==> src/rtl/instruction_fetch.sv <==
// Instruction fetch stage: walks the PC through instruction memory and buffers
// fetched {pc, instruction} pairs in a 2-entry FIFO toward decode.
module instruction_fetch #(
    parameter logic [15:0] RESET_PC  = 16'd0,
    parameter logic [15:0] LAST_ADDR = 16'd16
) (
    input  logic        clk,
    input  logic        rst_n,
    output logic [15:0] pc,
    input  logic [31:0] instruction,
    input  logic        redirect,
    input  logic [15:0] redirect_pc,
    output logic        out_valid,
    input  logic        out_ready,
    output logic [31:0] out_instr,
    output logic [15:0] out_pc,
    output logic        done
);

    typedef enum logic {RUN, DONE} state_t;

    localparam state_t RESET_STATE = (RESET_PC > LAST_ADDR) ? DONE : RUN;

    state_t      state, state_next;
    logic [1:0]  count, count_next;
    logic [15:0] pc_next;
    logic [15:0] pc0, pc1, pc0_next, pc1_next;
    logic [31:0] ins0, ins1, ins0_next, ins1_next;
    logic        done_next;
    logic        push, pop;
    logic [16:0] pc_inc;

    assign out_valid = (count != 2'd0);
    assign out_pc    = out_valid ? pc0 : 16'd0;
    assign out_instr = out_valid ? ins0 : 32'd0;

    always_comb begin
        state_next = state;
        count_next = count;
        pc_next    = pc;
        pc0_next   = pc0;
        pc1_next   = pc1;
        ins0_next  = ins0;
        ins1_next  = ins1;
        push       = 1'b0;
        pop        = 1'b0;
        pc_inc     = {1'b0, pc} + 17'd1;

        if (redirect) begin
            count_next = 2'd0;
            pc_next    = redirect_pc;
            state_next = (redirect_pc <= LAST_ADDR) ? RUN : DONE;
        end else begin
            pop  = (count != 2'd0) && out_ready;
            push = (state == RUN) && ((count != 2'd2) || pop);

            // The 17-bit increment lets the top of memory stop cleanly instead of wrapping to 0.
            if (push) begin
                pc_next = pc_inc[16] ? pc : pc_inc[15:0];
                if (pc == LAST_ADDR)
                    state_next = DONE;
            end

            case ({push, pop})
                2'b10: begin
                    if (count == 2'd0) begin
                        pc0_next  = pc;
                        ins0_next = instruction;
                    end else begin
                        pc1_next  = pc;
                        ins1_next = instruction;
                    end
                    count_next = count + 2'd1;
                end
                2'b01: begin
                    pc0_next   = pc1;
                    ins0_next  = ins1;
                    count_next = count - 2'd1;
                end
                2'b11: begin
                    if (count == 2'd1) begin
                        pc0_next  = pc;
                        ins0_next = instruction;
                    end else begin
                        pc0_next  = pc1;
                        ins0_next = ins1;
                        pc1_next  = pc;
                        ins1_next = instruction;
                    end
                end
                default: ;
            endcase
        end

        done_next = (state_next == DONE) && (count_next == 2'd0);
    end

    always_ff @(posedge clk or negedge rst_n) begin
        if (!rst_n) begin
            state <= RESET_STATE;
            count <= 2'd0;
            pc    <= RESET_PC;
            pc0   <= 16'd0;
            pc1   <= 16'd0;
            ins0  <= 32'd0;
            ins1  <= 32'd0;
            done  <= 1'b0;
        end else begin
            state <= state_next;
            count <= count_next;
            pc    <= pc_next;
            pc0   <= pc0_next;
            pc1   <= pc1_next;
            ins0  <= ins0_next;
            ins1  <= ins1_next;
            done  <= done_next;
        end
    end

endmodule

==> config.mk <==
export PLATFORM = sky130hd
export DESIGN_NAME = instruction_fetch
export DESIGN_NICKNAME = d
export VERILOG_FILES = /design/src/rtl/instruction_fetch.sv
export SDC_FILE = /design/constraint.sdc
export NUM_CORES = 1
export LEC_CHECK = 0
export BUFFER_PORTS_ARGS = -buffer_cell sky130_fd_sc_hd__buf_2
export CAP_MARGIN = 20
export CORE_MARGIN = 4
export CORE_UTILIZATION = 48
export DETAILED_ROUTE_END_ITERATION = 8
export GPL_ROUTABILITY_DRIVEN = 0
export GPL_TIMING_DRIVEN = 0
export PLACE_DENSITY = 0.74
export SLEW_MARGIN = 5
export SYNTH_ARGS = -nofsm -noshare
export SYNTH_HDL_FRONTEND = slang
export SYNTH_SLANG_ARGS = --single-unit
==> constraint.sdc <==
create_clock -name clk -period 2.4 [get_ports clk]
set_input_delay 0.36 -clock clk [delete_from_list [all_inputs] [get_ports clk]]
set_output_delay 0.36 -clock clk [all_outputs]
set_load 0.05 [all_outputs]
==> results of run 1 <==
==> critical path: stages (launching register included) <==
cell     delay (ns)
dfrtp_2        0.40
ha_4           0.15
nand2_1        0.13
or4_1          0.53
buf_2          0.20
o21ai_4        0.21
mux2_1         0.34
mux2_2         0.26
==> Yosys cell counts, drive strengths merged <==
cell type    n  area (um2)
o31ai        1        7.51
or4          2        15.0
o21a         2        15.0
nand4        4        25.0
xnor2        5        43.8
ha           5        62.6
nand3        8        45.0
a21oi       52         260
nor3b        1        7.51
mux2i       49         490
dfrtp      116        2900
a21boi       1        7.51
a211oi       2        15.0
xor2         7        61.3
buf         13        58.8
or3          1        6.26
nor2        56         210
nor4b        1        8.76
nor4         5        31.3
inv          6        22.5
o2111ai      2        17.5
nand2       19        71.3
o211ai       3        32.5
o41ai        1        8.76
mux2        51         574
and2         3        18.8
nor2b       51         319
o21ai       17        96.3
a2111oi      3        38.8
and3         5        31.3
nor3         2        10.0
nand2b       2        12.5
o311ai       2        17.5
clkbuf      20        75.1
==> power by group through the flow <==
stage | clock network (uW) | logic [uW] | registers (uW)
after detailed placement | 0 | 2050 | 2730
after global routing | 2410 | 2300 | 2760
after floorplan | 0 | 1480 | 2740
final | 2270 | 2120 | 2700
after global placement | 0 | 2000 | 2700
after CTS | 2310 | 2090 | 2700
==> how the worst max path moves through the flow <==
stage | start | to | slack [ns] | cells after the start
floorplan | pc[1]$_DFFE_PN0P_ | pc[1]$_DFFE_PN0P_ | 0.02 | 7
global placement | rst_n | pc[5]$_DFFE_PN0P_ | -0.60 | 1
detailed placement | count[0]$_DFF_PN0_ | pc0[11]$_DFFE_PN0P_ | -0.44 | 8
CTS | count[0]$_DFF_PN0_ | pc[14]$_DFFE_PN0P_ | -0.05 | 8
global route | count[1]$_DFF_PN0_ | pc0[11]$_DFFE_PN0P_ | -0.02 | 8
finish | pc[0]$_DFFE_PN0P_ | pc[1]$_DFFE_PN0P_ | 0.06 | 7
==> registers in the layout (all words and copies together) (netlist names) <==
name,count
state,1
pc0,16
pc1,16
pc,16
ins1,32
count,2
ins0,32
done,1
==> area by class of cell <==
type | count | area [um2]
multi-input cells | 363 | 2620
flip-flops and latches | 116 | 2910
repair buffers | 123 | 714
clock buffers | 25 | 515
inverters | 6 | 22.5
plain buffers | 30 | 163
well taps | 143 | 179
fillers | 968 | 4270
clock inverters | 5 | 25.0
==> cell usage in the layout, fill, tap and decap left out, types with 4 or more instances in the layout <==
cell and instances:
a21oi_1 50, and3_1 5, buf_2 102, buf_4 13, clkbuf_1 11, clkbuf_16 17
clkbuf_2 5, clkbuf_4 18, clkbuf_8 6, clkinv_2 5, dfrtp_1 109, dfrtp_2 7
ha_1 4, inv_1 6, mux2_2 50, mux2i_1 49, nand2_1 19, nand3_1 7
nand4_1 4, nor2_1 56, nor2b_1 49, nor4_1 5, o21ai_1 13, xnor2_1 5
xor2_1 7
==> kinds of logic after synthesis <==
group | count (synthesis) | synth area share [%]
AND/OR/NAND/NOR | 160 | 14.4
flip-flops | 116 | 51.6
multiplexers | 100 | 18.9
AO/OA/AOI/OAI | 86 | 9.19
buffers and inverters | 39 | 2.78
XOR/XNOR | 12 | 1.87
adder cells (fa/ha/maj) | 5 | 1.11
==> through the flow <==
step / power, uW / cells / TNS, ns / hold slack (ns) / worst slack (ns)
after detailed placement: 4780 / 779 / -18.41 / 0.328 / -0.438
final: 7090 / 811 / 0 / 0.194 / 0.0634
after global routing: 7480 / 811 / -0.0637 / 0.182 / -0.0229
after CTS: 7100 / 810 / -0.304 / 0.176 / -0.0453
after floorplan: 4220 / 518 / 0 / 0.0644 / 0.0237
after global placement: 4700 / 778 / -58.05 / 0.463 / -0.596
==> metal layers <==
metal / wire [um] / track usage, %
met3: 858 / 5.60
met4: 181 / 7.66
met2: 6840 / 35.0
met1: 6020 / 27.9
met5: 0 / 0
==> repair_timing <==
action,4_1_cts,5_1_grt
endpoints found under the hold margin,48,0
resized for setup,20,38
pin swaps,0,1
setup endpoints to repair,103,101
hold buffers,1,0
buffers inserted,0,4
==> impl_metrics.env, run 1 <==
export IMPL_status="completed"
export IMPL_reg2reg_slack_ns=0.06
export IMPL_critical_path_class="reg2reg"
export IMPL_h_tree_depth=4
export IMPL_rsz0062_at_grt="true"
export IMPL_final_min_clock_period_ns=2.34
export IMPL_place_area_um2=6440
export IMPL_fin_crit_sh_pct=97.4
export IMPL_fmax_mhz=428
export IMPL_irDropWorstVdd_uv=580
export IMPL_p_per_area_nw_per_um2=992
export IMPL_gr_total_overflow=0
export IMPL_crit_fanout=8
export IMPL_skew_ns=0.00528
export IMPL_hp_start="redirect_pc[8]"
export IMPL_ant_nets=0
export IMPL_utilization_pct=62.6
export IMPL_power_internal_uw=4630
export IMPL_layout_nets=714
export IMPL_avgSynthCellArea_um2=10.9
export IMPL_io_buffers=117
export IMPL_cts_max_path_buffers=2
export IMPL_dp_hpwl_mm=9.69
export IMPL_vias=4368
export IMPL_power_frac_clock_pct=32.0
export IMPL_p_sw_uw=2460
export IMPL_path_clk_slew_ns=0.05
export IMPL_grt_start_max_net_pins=69
export IMPL_hold_viol_final=0
export IMPL_clock_sinks=116
export IMPL_initial_core_util_pct=49.2
export IMPL_n_antenna_cell=0
export IMPL_worst_hold_path_endpoint="pc[8]$_DFFE_PN0P_"
export IMPL_tritoncts_num_buffers=17
export IMPL_row_count=39
export IMPL_wirelength_mm=13.9
export IMPL_maxCapViolCount=0
export IMPL_die_area_um2=13500
export IMPL_synth_seq_cells=116
export IMPL_slew_headroom_pct=47.4
export IMPL_min_path_type="in2reg"
export IMPL_antenna_found_initial=0
export IMPL_drive_gt1_share_pct=35.8
export IMPL_timing_rr_end="pc[1]$_DFFE_PN0P_"
export IMPL_syn_area_um2=5620
export IMPL_tightest_slew_ns=0.788
export IMPL_drt_first_pass_iters=4
export IMPL_swShare_pct=34.7
export IMPL_holdPathStages=3
export IMPL_power_frac_seq_pct=38.1
export IMPL_synth_cell_types=41
export IMPL_viasPerCell=5.39
export IMPL_grt_pass1_wl_mm=22.3
export IMPL_fp_dieH_um=116
export IMPL_area_delta_synth_final_pct=27.2
export IMPL_die_w_um=116
export IMPL_ios=118
export IMPL_timing_rr_start="pc[0]$_DFFE_PN0P_"
export IMPL_ys_seq_area_share_pct=51.6
export IMPL_r2r_cells=7
export IMPL_end_kind="register"
export IMPL_leakage_uw=0.00362
export IMPL_wl_per_cell_um=17.1
export IMPL_drt_iter0_drc=314
export IMPL_grt_usage_pct=21.5
export IMPL_crit_required_ns=2.69
export IMPL_clockRootBuffer="clkbuf_16"
export IMPL_cp_start_kind="register"
export IMPL_grt_pass1_vias=4451
export IMPL_ys_warnings_count=0
export IMPL_combPwrFrac_pct=29.9
export IMPL_clock_latency_ns=0.41
export IMPL_cts_tree="done"
export IMPL_fin_area_um2=7150
export IMPL_drv_slew=0
export IMPL_drc=0
export IMPL_syn_inst=518
export IMPL_syn_num_nets=575
export IMPL_finalSetupViolCount=0
export IMPL_core_area_um2=11400
export IMPL_cp_data_arrival_time_ns=2.63
Power figures use the tool's default switching activity.
==> run 2, diff against run 1 <==
- CORE_UTILIZATION: 48 -> 29
- PLACE_DENSITY: 0.74 -> default
==> impl_metrics.env, run 2 (same netlist as run 1, synthesis figures left out) <==
export IMPL_area_delta_synth_final_pct=31.0
export IMPL_slew_headroom_pct=58.8
export IMPL_grt_pass1_vias=4428
export IMPL_crit_required_ns=2.70
export IMPL_p_per_area_nw_per_um2=996
export IMPL_crit_fanout=8
export IMPL_setup_ws_ns=0.0710
export IMPL_n_antenna_cell=0
export IMPL_drt_first_pass_iters=4
export IMPL_die_area_um2=21700
export IMPL_ios=118
export IMPL_hold_slack_ns=0.169
export IMPL_critical_path_class="reg2reg"
export IMPL_die_w_um=147
export IMPL_grt_pass1_wl_mm=24.3
export IMPL_irDropWorstVdd_uv=506
export IMPL_cts_tree="done"
export IMPL_viasPerCell=4.60
export IMPL_fmax_mhz=429
export IMPL_skew_ns=0.0101
export IMPL_final_cell_mix="dfrtp_1, buf_2, nor2_1"
export IMPL_drv_slew=0
export IMPL_fp_dieH_um=147
export IMPL_h_tree_depth=4
export IMPL_grt_usage_pct=14.3
export IMPL_end_kind="register"
export IMPL_row_count=50
export IMPL_clockRootBuffer="clkbuf_16"
export IMPL_fill_cells=1923
export IMPL_final_min_clock_period_ns=2.33
export IMPL_cp_start_kind="register"
export IMPL_hold_viol_final=0
export IMPL_drc=0
export IMPL_dp_cells=896
export IMPL_layout_cells_non_filler=931
export IMPL_leakage_uw=0.00365
export IMPL_grt_start_max_net_pins=66
export IMPL_drive_gt1_share_pct=37.4
export IMPL_top_regs="ins0 x32, ins1 x32"
export IMPL_antenna_found_initial=0
export IMPL_post_place_ws_ns=-0.603
export IMPL_status="completed"
export IMPL_min_path_type="in2reg"
export IMPL_fin_area_um2=7360
export IMPL_cp_data_arrival_time_ns=2.63
export IMPL_clock_sinks=116
export IMPL_fin_crit_sh_pct=97.0
export IMPL_final_setup_tns_ns=0
export IMPL_ant_nets=0
export IMPL_finalSetupViolCount=0
export IMPL_tightest_slew_ns=0.619
export IMPL_drt_iter0_drc=202
export IMPL_initial_core_util_pct=29.7
export IMPL_tritoncts_num_buffers=17
export IMPL_io_buffers=117
export IMPL_path_clk_slew_ns=0.06
export IMPL_wl_per_cell_um=16.0
export IMPL_maxCapViolCount=0
export IMPL_dp_hpwl_mm=10.6
export IMPL_wirelength_mm=14.9
export IMPL_layout_nets=715
export IMPL_core_area_um2=18900
export IMPL_gr_total_overflow=0
export IMPL_cts_max_path_buffers=2
export IMPL_final_common_cell="dfrtp_1"
export IMPL_vias=4279
export IMPL_clock_latency_ns=0.42
export IMPL_place_area_um2=6590
==> run 2: critical path, cell delays in order (launching register included) <==
cell and delay (ns):
dfrtp_2 0.43, ha_4 0.16, nand2_2 0.09, or4_1 0.52, buf_4 0.19, o21ai_4 0.21, mux2_1 0.35, mux2_2 0.26
==> run 2: path summary, 6_finish.rpt <==
path,to,slack (ns),cells after the start,startpoint
min in group asynchronous,ins0[22]$_DFFE_PN0P_,0.46,2,rst_n
max in group asynchronous,pc[11]$_DFFE_PN0P_,1.22,3,rst_n
setup reg to reg,pc[1]$_DFFE_PN0P_,0.07,7,pc[0]$_DFFE_PN0P_
setup / recovery,pc[1]$_DFFE_PN0P_,0.07,7,pc[0]$_DFFE_PN0P_
hold / removal,pc[15]$_DFFE_PN0P_,0.17,3,redirect_pc[15]
hold reg to reg,pc1[0]$_DFFE_PN0P_,0.48,2,pc1[0]$_DFFE_PN0P_
==> run 2: metal layers <==
layer / GRT usage [%] / part of all wire, % / vias up
met1: 18.6 / 47 / 2068
met2: 23.2 / 47 / 99
met5: 0 / 0 / -
li1: - / - / 2095
met4: 4.19 / 1.1 / 0
met3: 4.47 / 4.8 / 17
==> run 2: per-stage QoR <==
| stage | power, uW | util, % |
|---|---|---|
| 2_1_floorplan | 4220 | - |
| 3_3_place_gp | 4760 | 34.7 |
| 3_5_place_dp | 4800 | 34.9 |
| 4_1_cts | 7430 | 38.6 |
| 5_1_grt | 7770 | 39.0 |
| 6_report | 7340 | 39.0 |
==> run 2: final cells by class <==
class	count	area (um2)	area share, %
Clock buffer	19	443	6.01
Tap cell	260	325	4.42
Clock inverter	13	150	2.04
Timing Repair Buffer	124	709	9.63
Inverter	6	22.5	0.306
Sequential cell	116	2910	39.5
Multi-Input combinational cell	363	2630	35.7
Buffer	30	176	2.40
==> run 2: where the power goes <==
group,switching [uW],internal [uW],leakage (uW)
Clock,967,1570,0.000273
Combinational,1380,736,0.00195
Sequential,261,2430,0.00142
==> run 2: repair_timing <==
item / in CTS / in global routing
gates cloned: 0 / 0
buffers inserted: 0 / 5
setup endpoints to repair: 115 / 129
hold endpoints to repair: 51 / 0
pin swaps: 0 / 3
hold buffers: 1 / 0
resized for setup: 35 / 26
==> run 3, diff against run 2 <==
- CORE_UTILIZATION: 29 -> 50
- PLACE_DENSITY: default -> 0.77
==> impl_metrics.env, run 3 (same netlist as run 1, synthesis figures left out) <==
export IMPL_critical_path_class="reg2reg"
export IMPL_antenna_found_initial=0
export IMPL_min_path_type="in2reg"
export IMPL_grt_pass1_wl_mm=22.6
export IMPL_irDropWorstVdd_uv=460
export IMPL_die_w_um=114
export IMPL_fp_dieH_um=114
export IMPL_utilization_pct=64.8
export IMPL_final_cell_mix="buf_2, dfrtp_1, nor2_1"
export IMPL_final_min_clock_period_ns=2.32
export IMPL_cp_start_kind="register"
export IMPL_clock_sinks=116
export IMPL_holdPathStages=3
export IMPL_r2r_cells=6
export IMPL_swShare_pct=34.7
export IMPL_power_frac_seq_pct=38.2
export IMPL_hold_slack_ns=0.184
export IMPL_drive_gt1_share_pct=35.6
export IMPL_tritoncts_num_buffers=17
export IMPL_cts_tree="done"
export IMPL_combPwrFrac_pct=29.4
export IMPL_top_regs="ins0 x32, ins1 x32"
export IMPL_crit_fanout=8
export IMPL_final_common_cell="buf_2"
export IMPL_die_area_um2=13000
export IMPL_dp_hpwl_mm=9.73
export IMPL_fmax_mhz=432
export IMPL_crit_required_ns=2.68
export IMPL_p_sw_uw=2450
export IMPL_grt_usage_pct=22.0
export IMPL_path_clk_slew_ns=0.05
export IMPL_leakage_uw=0.00361
export IMPL_fin_crit_sh_pct=96.5
export IMPL_grt_pass1_vias=4584
export IMPL_h_tree_depth=4
export IMPL_rsz0062_at_grt="false"
export IMPL_skew_ns=0.00943
export IMPL_ant_nets=0
export IMPL_wl_per_cell_um=17.0
export IMPL_io_buffers=117
export IMPL_drv_slew=0
export IMPL_vias=4430
export IMPL_grt_start_max_net_pins=85
export IMPL_area_delta_synth_final_pct=26.1
export IMPL_layout_nets=712
export IMPL_gr_total_overflow=0
export IMPL_power_total_uw=7070
export IMPL_core_area_um2=10900
export IMPL_fill_cells=864
export IMPL_viasPerCell=5.50
export IMPL_slew_headroom_pct=48.8
export IMPL_power_frac_clock_pct=32.4
export IMPL_end_kind="register"
export IMPL_cp_data_arrival_time_ns=2.60
export IMPL_power_internal_uw=4620
export IMPL_row_count=38
export IMPL_ios=118
export IMPL_n_antenna_cell=0
export IMPL_clockRootBuffer="clkbuf_16"
export IMPL_wirelength_mm=13.7
export IMPL_tightest_slew_ns=0.769
export IMPL_cts_max_path_buffers=2
export IMPL_drc=0
export IMPL_maxCapViolCount=0
export IMPL_finalSetupViolCount=0
export IMPL_hold_viol_final=0
export IMPL_p_per_area_nw_per_um2=998
export IMPL_clock_latency_ns=0.40
export IMPL_initial_core_util_pct=51.4
export IMPL_drt_first_pass_iters=5
export IMPL_drt_iter0_drc=286
export IMPL_status="completed"
run 3: worst max-delay path: stages (launching register included):
cell and delay [ns]:
dfrtp_2 0.46, nand3_2 0.17, or4_1 0.54, clkbuf_4 0.21, o21ai_4 0.22, mux2_1 0.34, mux2_2 0.25
run 3: per-stage QoR:
step / setup slack [ns] / instances / area [um2] / setup TNS, ns
final: 0.0831 / 805 / 7090 / 0
after global routing: 0.0000351 / 805 / 7090 / 0
after CTS: -0.0314 / 806 / 7020 / -0.0737
after detailed placement: -0.367 / 776 / 6440 / -14.80
after global placement: -0.563 / 775 / 6400 / -54.12
after floorplan: 0.0237 / 518 / 5640 / 0
run 3: path summary, 6_finish.rpt:
| kind | slack [ns] | to | startpoint |
|---|---|---|---|
| min reg2reg | 0.50 | pc1[3]$_DFFE_PN0P_ | pc1[3]$_DFFE_PN0P_ |
| min | 0.18 | pc[6]$_DFFE_PN0P_ | redirect_pc[6] |
| max reg2reg | 0.08 | pc[1]$_DFFE_PN0P_ | pc[4]$_DFFE_PN0P_ |
| min in group asynchronous | 0.42 | ins0[9]$_DFFE_PN0P_ | rst_n |
| max | 0.08 | pc[1]$_DFFE_PN0P_ | pc[4]$_DFFE_PN0P_ |
| max in group asynchronous | 1.25 | pc[4]$_DFFE_PN0P_ | rst_n |
run 3: what timing repair did:
action                                  in CTS  in global routing
hold buffers                                 1                  0
pin swaps                                    0                  1
resized for setup                           17                 29
endpoints found under the setup margin      74                 96
buffers inserted                             0                  2
hold endpoints to repair                    32                  0
run 3: power by group through the flow:
stage          clock [uW]  combinational (uW)  sequential, uW
3_5_place_dp            0                2050            2730
3_3_place_gp            0                1990            2700
5_1_grt              2430                2260            2770
2_1_floorplan           0                1480            2740
6_report             2290                2080            2700
4_1_cts              2320                2090            2700
run 3: cell type report:
| class | count | area (um2) | area share (%) |
|---|---|---|---|
| Sequential cell | 116 | 2910 | 41.1 |
| Multi-Input combinational cell | 363 | 2620 | 37.0 |
| Timing Repair Buffer | 121 | 654 | 9.24 |
| Clock buffer | 24 | 482 | 6.80 |
| Tap cell | 140 | 175 | 2.47 |
| Buffer | 30 | 166 | 2.35 |
| Clock inverter | 5 | 52.6 | 0.742 |
| Inverter | 6 | 22.5 | 0.318 |
run 3: routing by layer:
metal  vias to the layer above  part of all wire (%)  global-route usage (%)
li1                       2083                     -                       -
met1                      2176                    43                    28.8
met2                       150                    49                    35.2
met3                        21                   6.2                    6.37
met4                         0                   1.9                    7.76
met5                         -                     0                       0
